<file path="config.mk">
export PLATFORM = sky130hd
export DESIGN_NAME = result_bcd_converter
export DESIGN_NICKNAME = d
export VERILOG_FILES = /design/src/rtl/calc_pkg.sv /design/src/rtl/bcd_add3.sv /design/src/rtl/result_bcd_converter.sv
export SDC_FILE = /design/constraint.sdc
export NUM_CORES = 1
export LEC_CHECK = 0
export ABC_AREA = 1
export BUFFER_PORTS_ARGS = -buffer_cell sky130_fd_sc_hd__buf_2
export CORE_MARGIN = 2
export CORE_UTILIZATION = 40
export DETAILED_ROUTE_END_ITERATION = 12
export PLACE_DENSITY = 0.58
export SYNTH_ARGS = -nofsm -noshare
export SYNTH_HDL_FRONTEND = slang
export SYNTH_SLANG_ARGS = --single-unit
</file>
<file path="constraint.sdc">
create_clock -name clk -period 2.1 [get_ports clk]
set_input_delay 0.21 -clock clk [delete_from_list [all_inputs] [get_ports clk]]
set_output_delay 0.21 -clock clk [all_outputs]
set_load 0.01 [all_outputs]
</file>
<file path="src/rtl/calc_pkg.sv">
// Shared types and constants for the calculator result/display datapath.
package calc_pkg;

  localparam int unsigned BCD_DIGIT_W    = 4;
  localparam int unsigned ADD3_THRESH    = 5;
  localparam int unsigned DIGITS_DEFAULT = 3;

  typedef enum logic {
    StIdle,
    StShift
  } state_e;

endpackage

</file>
<file path="src/rtl/bcd_add3.sv">
// Double-dabble digit corrector: adds 3 to a BCD digit that is 5 or more, so the
// following left shift carries into the next digit instead of leaving a value above 9.
module bcd_add3
  import calc_pkg::*;
(
  input  logic [BCD_DIGIT_W-1:0] din,
  output logic [BCD_DIGIT_W-1:0] dout
);

  // Correct the digit ahead of the shift
  always_comb begin
    dout = din;
    if (din >= BCD_DIGIT_W'(ADD3_THRESH)) begin
      dout = din + BCD_DIGIT_W'(3);
    end
  end

endmodule

</file>
<file path="src/rtl/result_bcd_converter.sv">
// Sequential binary-to-BCD converter (shift-add-3), one iteration per clock.
// Optional build macro RESULT_BCD_SIGNED_EN: treat value as two's complement,
// convert the magnitude and report the sign on neg. Without it neg is tied low.
module result_bcd_converter
  import calc_pkg::*;
#(
  parameter int unsigned WIDTH  = 8,
  parameter int unsigned DIGITS = DIGITS_DEFAULT
) (
  input  logic                          clk,
  input  logic                          rst_n,
  input  logic                          start,
  input  logic [WIDTH-1:0]              value,
  output logic [BCD_DIGIT_W*DIGITS-1:0] bcd,
  output logic                          neg,
  output logic                          busy,
  output logic                          done
);

  localparam int unsigned CntW = $clog2(WIDTH + 1);
  localparam int unsigned BcdW = BCD_DIGIT_W * DIGITS;

  state_e              state_q;
  logic [WIDTH-1:0]    shreg_q;
  logic [BcdW-1:0]     scratch_q;
  logic [BcdW-1:0]     scratch_adj;
  logic [BcdW-1:0]     bcd_q;
  logic [CntW-1:0]     cnt_q;
  logic                busy_q;
  logic                done_q;
  logic [BcdW+WIDTH-1:0] shifted;
  logic [WIDTH-1:0]    load_val;
  logic                load_sign;
  logic                last_iter;

  // Per-digit correction of the scratch digits before each shift
  for (genvar g = 0; g < DIGITS; g++) begin : g_add3
    bcd_add3 u_add3 (
      .din  (scratch_q[g*BCD_DIGIT_W +: BCD_DIGIT_W]),
      .dout (scratch_adj[g*BCD_DIGIT_W +: BCD_DIGIT_W])
    );
  end

  assign shifted   = {scratch_adj, shreg_q} << 1;
  assign last_iter = (cnt_q == CntW'(WIDTH - 1));

`ifdef RESULT_BCD_SIGNED_EN
  logic sign_q;
  logic neg_q;

  // Capture operand magnitude; 0x80-style minimum converts as its unsigned magnitude
  always_comb begin
    load_sign = value[WIDTH-1];
    load_val  = load_sign ? (~value + WIDTH'(1)) : value;
  end

  // Sign latched at capture, published together with the digits
  always_ff @(posedge clk) begin
    if (!rst_n) begin
      sign_q <= 1'b0;
      neg_q  <= 1'b0;
    end else begin
      if (state_q == StIdle && start) sign_q <= load_sign;
      if (state_q == StShift && last_iter) neg_q <= sign_q;
    end
  end

  assign neg = neg_q;
`else
  // Unsigned operand: load as-is
  always_comb begin
    load_sign = 1'b0;
    load_val  = value;
  end

  assign neg = load_sign;
`endif

  // Conversion FSM and datapath registers; outputs only change on the final edge
  always_ff @(posedge clk) begin
    if (!rst_n) begin
      state_q   <= StIdle;
      shreg_q   <= '0;
      scratch_q <= '0;
      bcd_q     <= '0;
      cnt_q     <= '0;
      busy_q    <= 1'b0;
      done_q    <= 1'b0;
    end else begin
      done_q <= 1'b0;
      case (state_q)
        StIdle: begin
          if (start) begin
            shreg_q   <= load_val;
            scratch_q <= '0;
            cnt_q     <= '0;
            busy_q    <= 1'b1;
            state_q   <= StShift;
          end
        end
        StShift: begin
          scratch_q <= shifted[BcdW+WIDTH-1:WIDTH];
          shreg_q   <= shifted[WIDTH-1:0];
          if (last_iter) begin
            bcd_q   <= shifted[BcdW+WIDTH-1:WIDTH];
            done_q  <= 1'b1;
            busy_q  <= 1'b0;
            cnt_q   <= '0;
            state_q <= StIdle;
          end else begin
            cnt_q <= cnt_q + CntW'(1);
          end
        end
        default: state_q <= StIdle;
      endcase
    end
  end

  assign bcd  = bcd_q;
  assign busy = busy_q;
  assign done = done_q;

endmodule
</file>
==> results by group, run 1 <==
Clock network
  • Max clock buf depth: 2
  • Post-CTS resize count: 0
  • Clock tree root driver cell: clkbuf_8
  • Clk pin slew, worst setup/hold paths: 0.07 ns
  • Total CTS buffers: 5
  • Post-CTS Setup Bufs: 0
  • # H-tree levels: 2
  • Clk_lat worst skew: 0.29 ns
  • CTS tree: done
  • # hold bufs at CTS: 0
  • CTS Sinks: 39

Drt
  • Antenna viol nets, final: 0
  • Total Wirelength: 3490 um
  • Vias per cell: 4.90
  • Pre-antenna DRT Iters: 4
  • Wire per inst: 10.5 um
  • Vias: 1626
  • Drt drc: 0
  • Iteration-0 DRC Markers: 95

Timing
  • Highest clock rate: 0.711 GHz
  • Fin. Hold Viols: 0
  • Final min period: 1.41 ns
  • Hold WS: 0.193 ns
  • Final setup viols: 0
  • Tcrit/Tclk final: 67.0%
  • Max-slew violation count: 0
  • Post-route setup TNS: 0 ns
  • Skew final: 0.00308 ns
  • RSZ-0062 raised after global routing: false

Power and ir drop
  • VDD IR max: 0.380 mV
  • Combinational power share: 6.5%
  • Clk pwr share: 39.3%
  • Power Total: 1.41 mW
  • Net Switching: 0.321 mW
  • Pleak: 0.957 nW
  • Pwr Density: 688 mW/mm^2
  • Sequential share of power: 54.2%
  • Pint: 1.09 mW
  • Sw Share: 22.8%

GRT
  • Largest net degree at the start of global routing: 23
  • Congestion Overflow GR: 0
  • First-pass GRT wire length: 6140 um
  • Vias in the first global route: 1445
  • Initial antenna violation count: 0
  • Total track usage: 15.2%

Layout
  • Fin util: 47.3%
  • Ratio of cells with drive above 1 in the final layout: 13.2%
  • Fillers: 473
  • Area growth, synth to finish: 15.2%
  • Final Cell Area: 0.00205 mm^2
  • Nets@finish: 297
  • Ant. Diodes: 0

Setup path
  • R2R Setup Slk: 0.69 ns
  • R2R depth: 7
  • Reg2reg end: bcd[8]
  • Crit. End Element: flop
  • Critical Path Start Type: flop
  • Max incr delay on CP: 0.37 ns
  • Crit Path Class: flop to flop
  • Crit Path Max Fanout: 9
  • Req. time, crit path: 2.34 ns
  • CP Data Arrival Time: 1.65 ns
  • CP startpoint: cnt_q[0]
  • Most used cell, CP: nand2_1
  • Critical path, cell by cell: ha_1 -> nand2_1 -> nor3_2 -> nand2_1 -> inv_1 -> nand3_1 -> nand2_1
  • CP max stage cell: dfxtp_1
  • Worst R2R Start: cnt_q[0]
  • CP Capture Point: bcd[8]

Placed design
  • DP Area: 0.00195 mm^2
  • # port buffers: 24
  • Detailed placement HPWL: 2540 um
  • Final GP Congestion: 0.768

Floorplanning
  • Core Area: 0.00432 mm^2
  • Die area: 0.00499 mm^2
  • Cell Rows: 24
  • Top Ports: 26
  • Initial Utilization: 41.1%
  • Die Height: 70.6 um
  • Die X: 70.6 um

Synthesis
  • Sequential area share after synthesis: 44.0%
  • Total number of yosys warnings: 0
  • Number of distinct library cells after synthesis: 18
  • Syn Inst Count: 253
  • #FFs+latches synth: 39
  • Post-Syn Area per Cell: 7.02 um^2
  • Post-Syn Area: 0.00178 mm^2
  • Mapped Nets: 271

Status
  • Status: completed

Min path
  • Hold Crit Class: primary input to flop

Flow run
  • Max Cap Violations: 0
[per-stage QoR]
stage | instances | setup slack [ns]
finish | 332 | 0.694
global route | 332 | 0.506
CTS | 332 | 0.668
detailed placement | 324 | 0.687
global placement | 324 | 0.713
floorplan | 253 | 0.891
[registers in the layout, indices dropped and copies added, names as in the netlist]
register and cells:
bcd 12, state_q 1, cnt_q 4, scratch_q 12
shreg_q 8, done 1, busy 1
[routing by layer]
layer / routed length (um) / vias up / global-route usage (%) / share of wire (%)
met5: 0 / - / 0 / 0
met2: 1540 / 37 / 25.4 / 44
met4: 64 / 0 / 6.29 / 1.8
li1: - / 859 / - / -
met3: 165 / 7 / 3.42 / 4.7
met1: 1720 / 723 / 19.1 / 49
[logic make-up (layout without fill, tap and decap cells)]
family / Yosys count / count (layout) / synth area share (%)
AO/OA/AOI/OAI: 40 / 40 / 11.6
AND/OR/NAND/NOR: 125 / 125 / 29.5
adder cells (fa/ha/maj): 7 / 7 / 4.93
flip-flops: 39 / 39 / 44.0
multiplexers: 1 / 1 / 0.564
buffers and inverters: 40 / 67 / 9.30
other: 1 / 1 / 0.211
[placed cells by master (no fill, tap or decap), types with 5 or more instances in the layout]
| cell type | synthesis | routed |
|---|---|---|
| a21oi_1 | 20 | 20 |
| nand2_1 | 84 | 84 |
| buf_4 | 3 | 5 |
| nand4_1 | 6 | 6 |
| nand3_1 | 26 | 26 |
| nor2_1 | 8 | 8 |
| buf_2 | 3 | 24 |
| o21ai_0 | 17 | 17 |
| clkbuf_8 | 0 | 7 |
| inv_1 | 30 | 30 |
| ha_1 | 7 | 7 |
| dfxtp_1 | 39 | 39 |
[synth_stat cells]
cell       n  area share (%)
ha_1       7             4.9
o211ai_1   1            0.42
conb_1     1            0.21
a22oi_1    1            0.42
nand2_1   84              18
nor3_2     1            0.56
o21ai_1    1            0.28
mux2i_1    1            0.56
a21oi_1   20             5.6
nand4_1    6             2.1
buf_2      3            0.85
clkbuf_1   4            0.85
o21ai_0   17             4.8
dfxtp_1   39              44
inv_1     30             6.3
nor2_1     8             1.7
nand3_1   26             7.3
buf_4      3             1.3
[final cells by class]
type	instances	area [um^2]	area share, %
timing repair buffer	29	158	7.71
clock buffer	8	100	4.89
inverter	30	113	5.50
tap	52	65.1	3.18
sequential	39	781	38.2
multi-input combinational	174	830	40.6
[worst min-delay path by stage]
stage / from / end / slack [ns] / cells past startpoint
global placement: bcd[3] / bcd[3] / 0.44 / 2
global route: value[0] / shreg_q[0] / 0.23 / 3
CTS: value[0] / shreg_q[0] / 0.19 / 3
detailed placement: bcd[8] / bcd[8] / 0.44 / 2
floorplan: value[0] / shreg_q[0] / 0.38 / 2
finish: value[0] / shreg_q[0] / 0.19 / 3
[power groups by stage]
| stage | Clock (mW) | Sequential, mW | Combinational (mW) |
|---|---|---|---|
| after floorplan | 0 | 0.779 | 0.0640 |
| after global placement | 0 | 0.779 | 0.0924 |
| after detailed placement | 0 | 0.779 | 0.0930 |
| after CTS | 0.570 | 0.762 | 0.0932 |
| after global routing | 0.592 | 0.764 | 0.107 |
| final | 0.553 | 0.762 | 0.0919 |
[critical path: cells and delay by family (launching register included)]
family        cells  cell delay (ns)
flops             1             0.37
fa+ha+maj         1             0.19
simple gates      5             0.60
buf+inv           1             0.21
Note: power is estimated with default switching activity, not from simulation.
==> run 2: changes to the inputs <==
Clock period 2.1 ns to 1.3 ns, I/O delays scaled along.
==> run 2 against run 1 <==
  * Via count increased by 2.8%
  * Die area is the same
  * Non-clock buffer count up 13
  * First-iteration DRC count fell by 11%
  * Utilization is 4.0 points higher
  * Global-route usage up 1.7 points
  * Critical endpoint is now bcd[1]
==> results by group, run 2 (synthesis gave the netlist of run 1 again) <==
Status
  • Status: completed

Power and ir drop
  • VDD IR max: 0.634 mV
  • Pleak: 1.04 nW
  • Pwr Density: 1000 mW/mm^2
  • Power Total: 2.23 mW

Timing
  • RSZ-0062 raised after global routing: true
  • Max-slew violation count: 0
  • Fin. Hold Viols: 0
  • Post-route setup TNS: 0 ns
  • Tcrit/Tclk final: 93.8%
  • Highest clock rate: 0.820 GHz
  • Final min period: 1.22 ns
  • Skew final: 0.00398 ns
  • Final setup viols: 0

Clock network
  • CTS tree: done
  • # H-tree levels: 2
  • # hold bufs at CTS: 0
  • Clk_lat worst skew: 0.29 ns
  • Total CTS buffers: 5
  • CTS Sinks: 39
  • Clock tree root driver cell: clkbuf_8
  • Clk pin slew, worst setup/hold paths: 0.08 ns
  • Max clock buf depth: 2

Setup path
  • Critical Path Start Type: flop
  • R2R depth: 6
  • CP startpoint: cnt_q[1]
  • CP max stage cell: dfxtp_2
  • Worst path depth: 6
  • Crit. End Element: flop
  • Crit Path Class: flop to flop
  • Critical path, cell by cell: ha_4 -> nand2_2 -> nor3_4 -> nand2_2 -> buf_6 -> o21ai_0
  • Crit Path Max Fanout: 8
  • CP Capture Point: bcd[1]
  • Top delay family on crit path: simple AND/OR/NAND/NOR gates
  • CP Data Arrival Time: 1.45 ns
  • Reg2reg end: bcd[1]
  • R2R Setup Slk: 0.08 ns
  • Max incr delay on CP: 0.36 ns
  • Req. time, crit path: 1.53 ns
  • Critical path buffers and inverters: 1
  • Worst R2R Start: cnt_q[1]
  • Most used cell, CP: nand2_2

Layout
  • Fillers: 460
  • Nets@finish: 310
  • Final Cell Area: 0.00222 mm^2
  • Ant. Diodes: 0
  • Commonest cells after routing, fill and taps aside: nand2_1 (79), dfxtp_1 (33), inv_1 (24), buf_2 (24), nand3_1 (22)
  • Ratio of cells with drive above 1 in the final layout: 26.6%
  • Commonest non-fill, non-tap cell in the layout: nand2_1
  • Fin util: 51.3%
  • Fin cells: 345
  • Area growth, synth to finish: 24.9%

Drt
  • Vias per cell: 4.84
  • Wire per inst: 11.7 um
  • Drt drc: 0
  • Vias: 1671
  • Iteration-0 DRC Markers: 85
  • Pre-antenna DRT Iters: 4
  • Total Wirelength: 4020 um
  • Antenna viol nets, final: 0

Floorplanning
  • Top Ports: 26
  • Die Height: 70.6 um
  • Initial Utilization: 41.1%
  • Die X: 70.6 um
  • Die area: 0.00499 mm^2
  • Core Area: 0.00432 mm^2
  • Cell Rows: 24

Min path
  • Hold Crit Class: primary input to flop

GRT
  • First-pass GRT wire length: 6750 um
  • Initial antenna violation count: 0
  • Congestion Overflow GR: 0
  • Largest net degree at the start of global routing: 16
  • Vias in the first global route: 1564
  • Total track usage: 16.9%

Placed design
  • DP Area: 0.00204 mm^2
  • Detailed placement HPWL: 2740 um
  • # port buffers: 24
  • # placed instances: 336
  • Final GP Congestion: 0.744

Flow run
  • Max Cap Violations: 0
run 2: cell types whose count changed in the layout (fill, tap and decap cells not counted), sizes merged:
cell / previous run / this run
buf: 29 / 42
clkbuf: 8 / 5
clkinv: 0 / 3
run 2: stage by stage:
step | setup WS, ns | hold slack [ns]
floorplan | 0.0905 | 0.295
finish | 0.0807 | 0.103
global placement | 0.0285 | 0.410
global route | -0.0314 | 0.114
detailed placement | 0.000610 | 0.411
CTS | 0.0149 | 0.0983
run 2: worst min-delay path, cell delays in order:
cell and delay, ns:
buf_2 0.10, nand3_1 0.06, a21oi_1 0.06
run 2: layer usage:
metal / GRT usage [%] / up-vias / routed length, um
li1: - / 890 / -
met2: 28.0 / 24 / 1940
met5: 0 / - / 0
met3: 5.41 / 4 / 132
met1: 20.8 / 753 / 1920
met4: 6.08 / 0 / 34
run 2: cell type report:
type / count / area, um^2 / area share (%)
Clock buffer: 5 / 68.8 / 3.10
Sequential cell: 39 / 788 / 35.6
Tap cell: 52 / 65.1 / 2.93
Multi-Input combinational cell: 174 / 905 / 40.8
Inverter: 30 / 113 / 5.08
Clock inverter: 3 / 15.0 / 0.677
Timing Repair Buffer: 42 / 263 / 11.9
run 2: report_power, final:
group / switching [mW] / internal (mW)
Sequential: 0.0160 / 1.22
Clock: 0.447 / 0.368
Combinational: 0.104 / 0.0728
Total: 0.566 / 1.66
run 2: how the worst min path moves through the flow:
stage	slack [ns]	cells after the start	end	startpoint
after floorplan	0.30	2	shreg_q[0]	value[0]
after global placement	0.41	3	shreg_q[0]	value[0]
after detailed placement	0.41	3	shreg_q[0]	value[0]
after CTS	0.1	3	shreg_q[0]	value[0]
after global routing	0.11	3	shreg_q[0]	value[0]
final	0.10	3	shreg_q[0]	value[0]
run 2: repair_timing:
| item | CTS | global route |
|---|---|---|
| setup buffers | 0 | 1 |
| resized for setup | 1 | 37 |
| pin swaps | 0 | 4 |
| endpoints found under the setup margin | 4 | 24 |
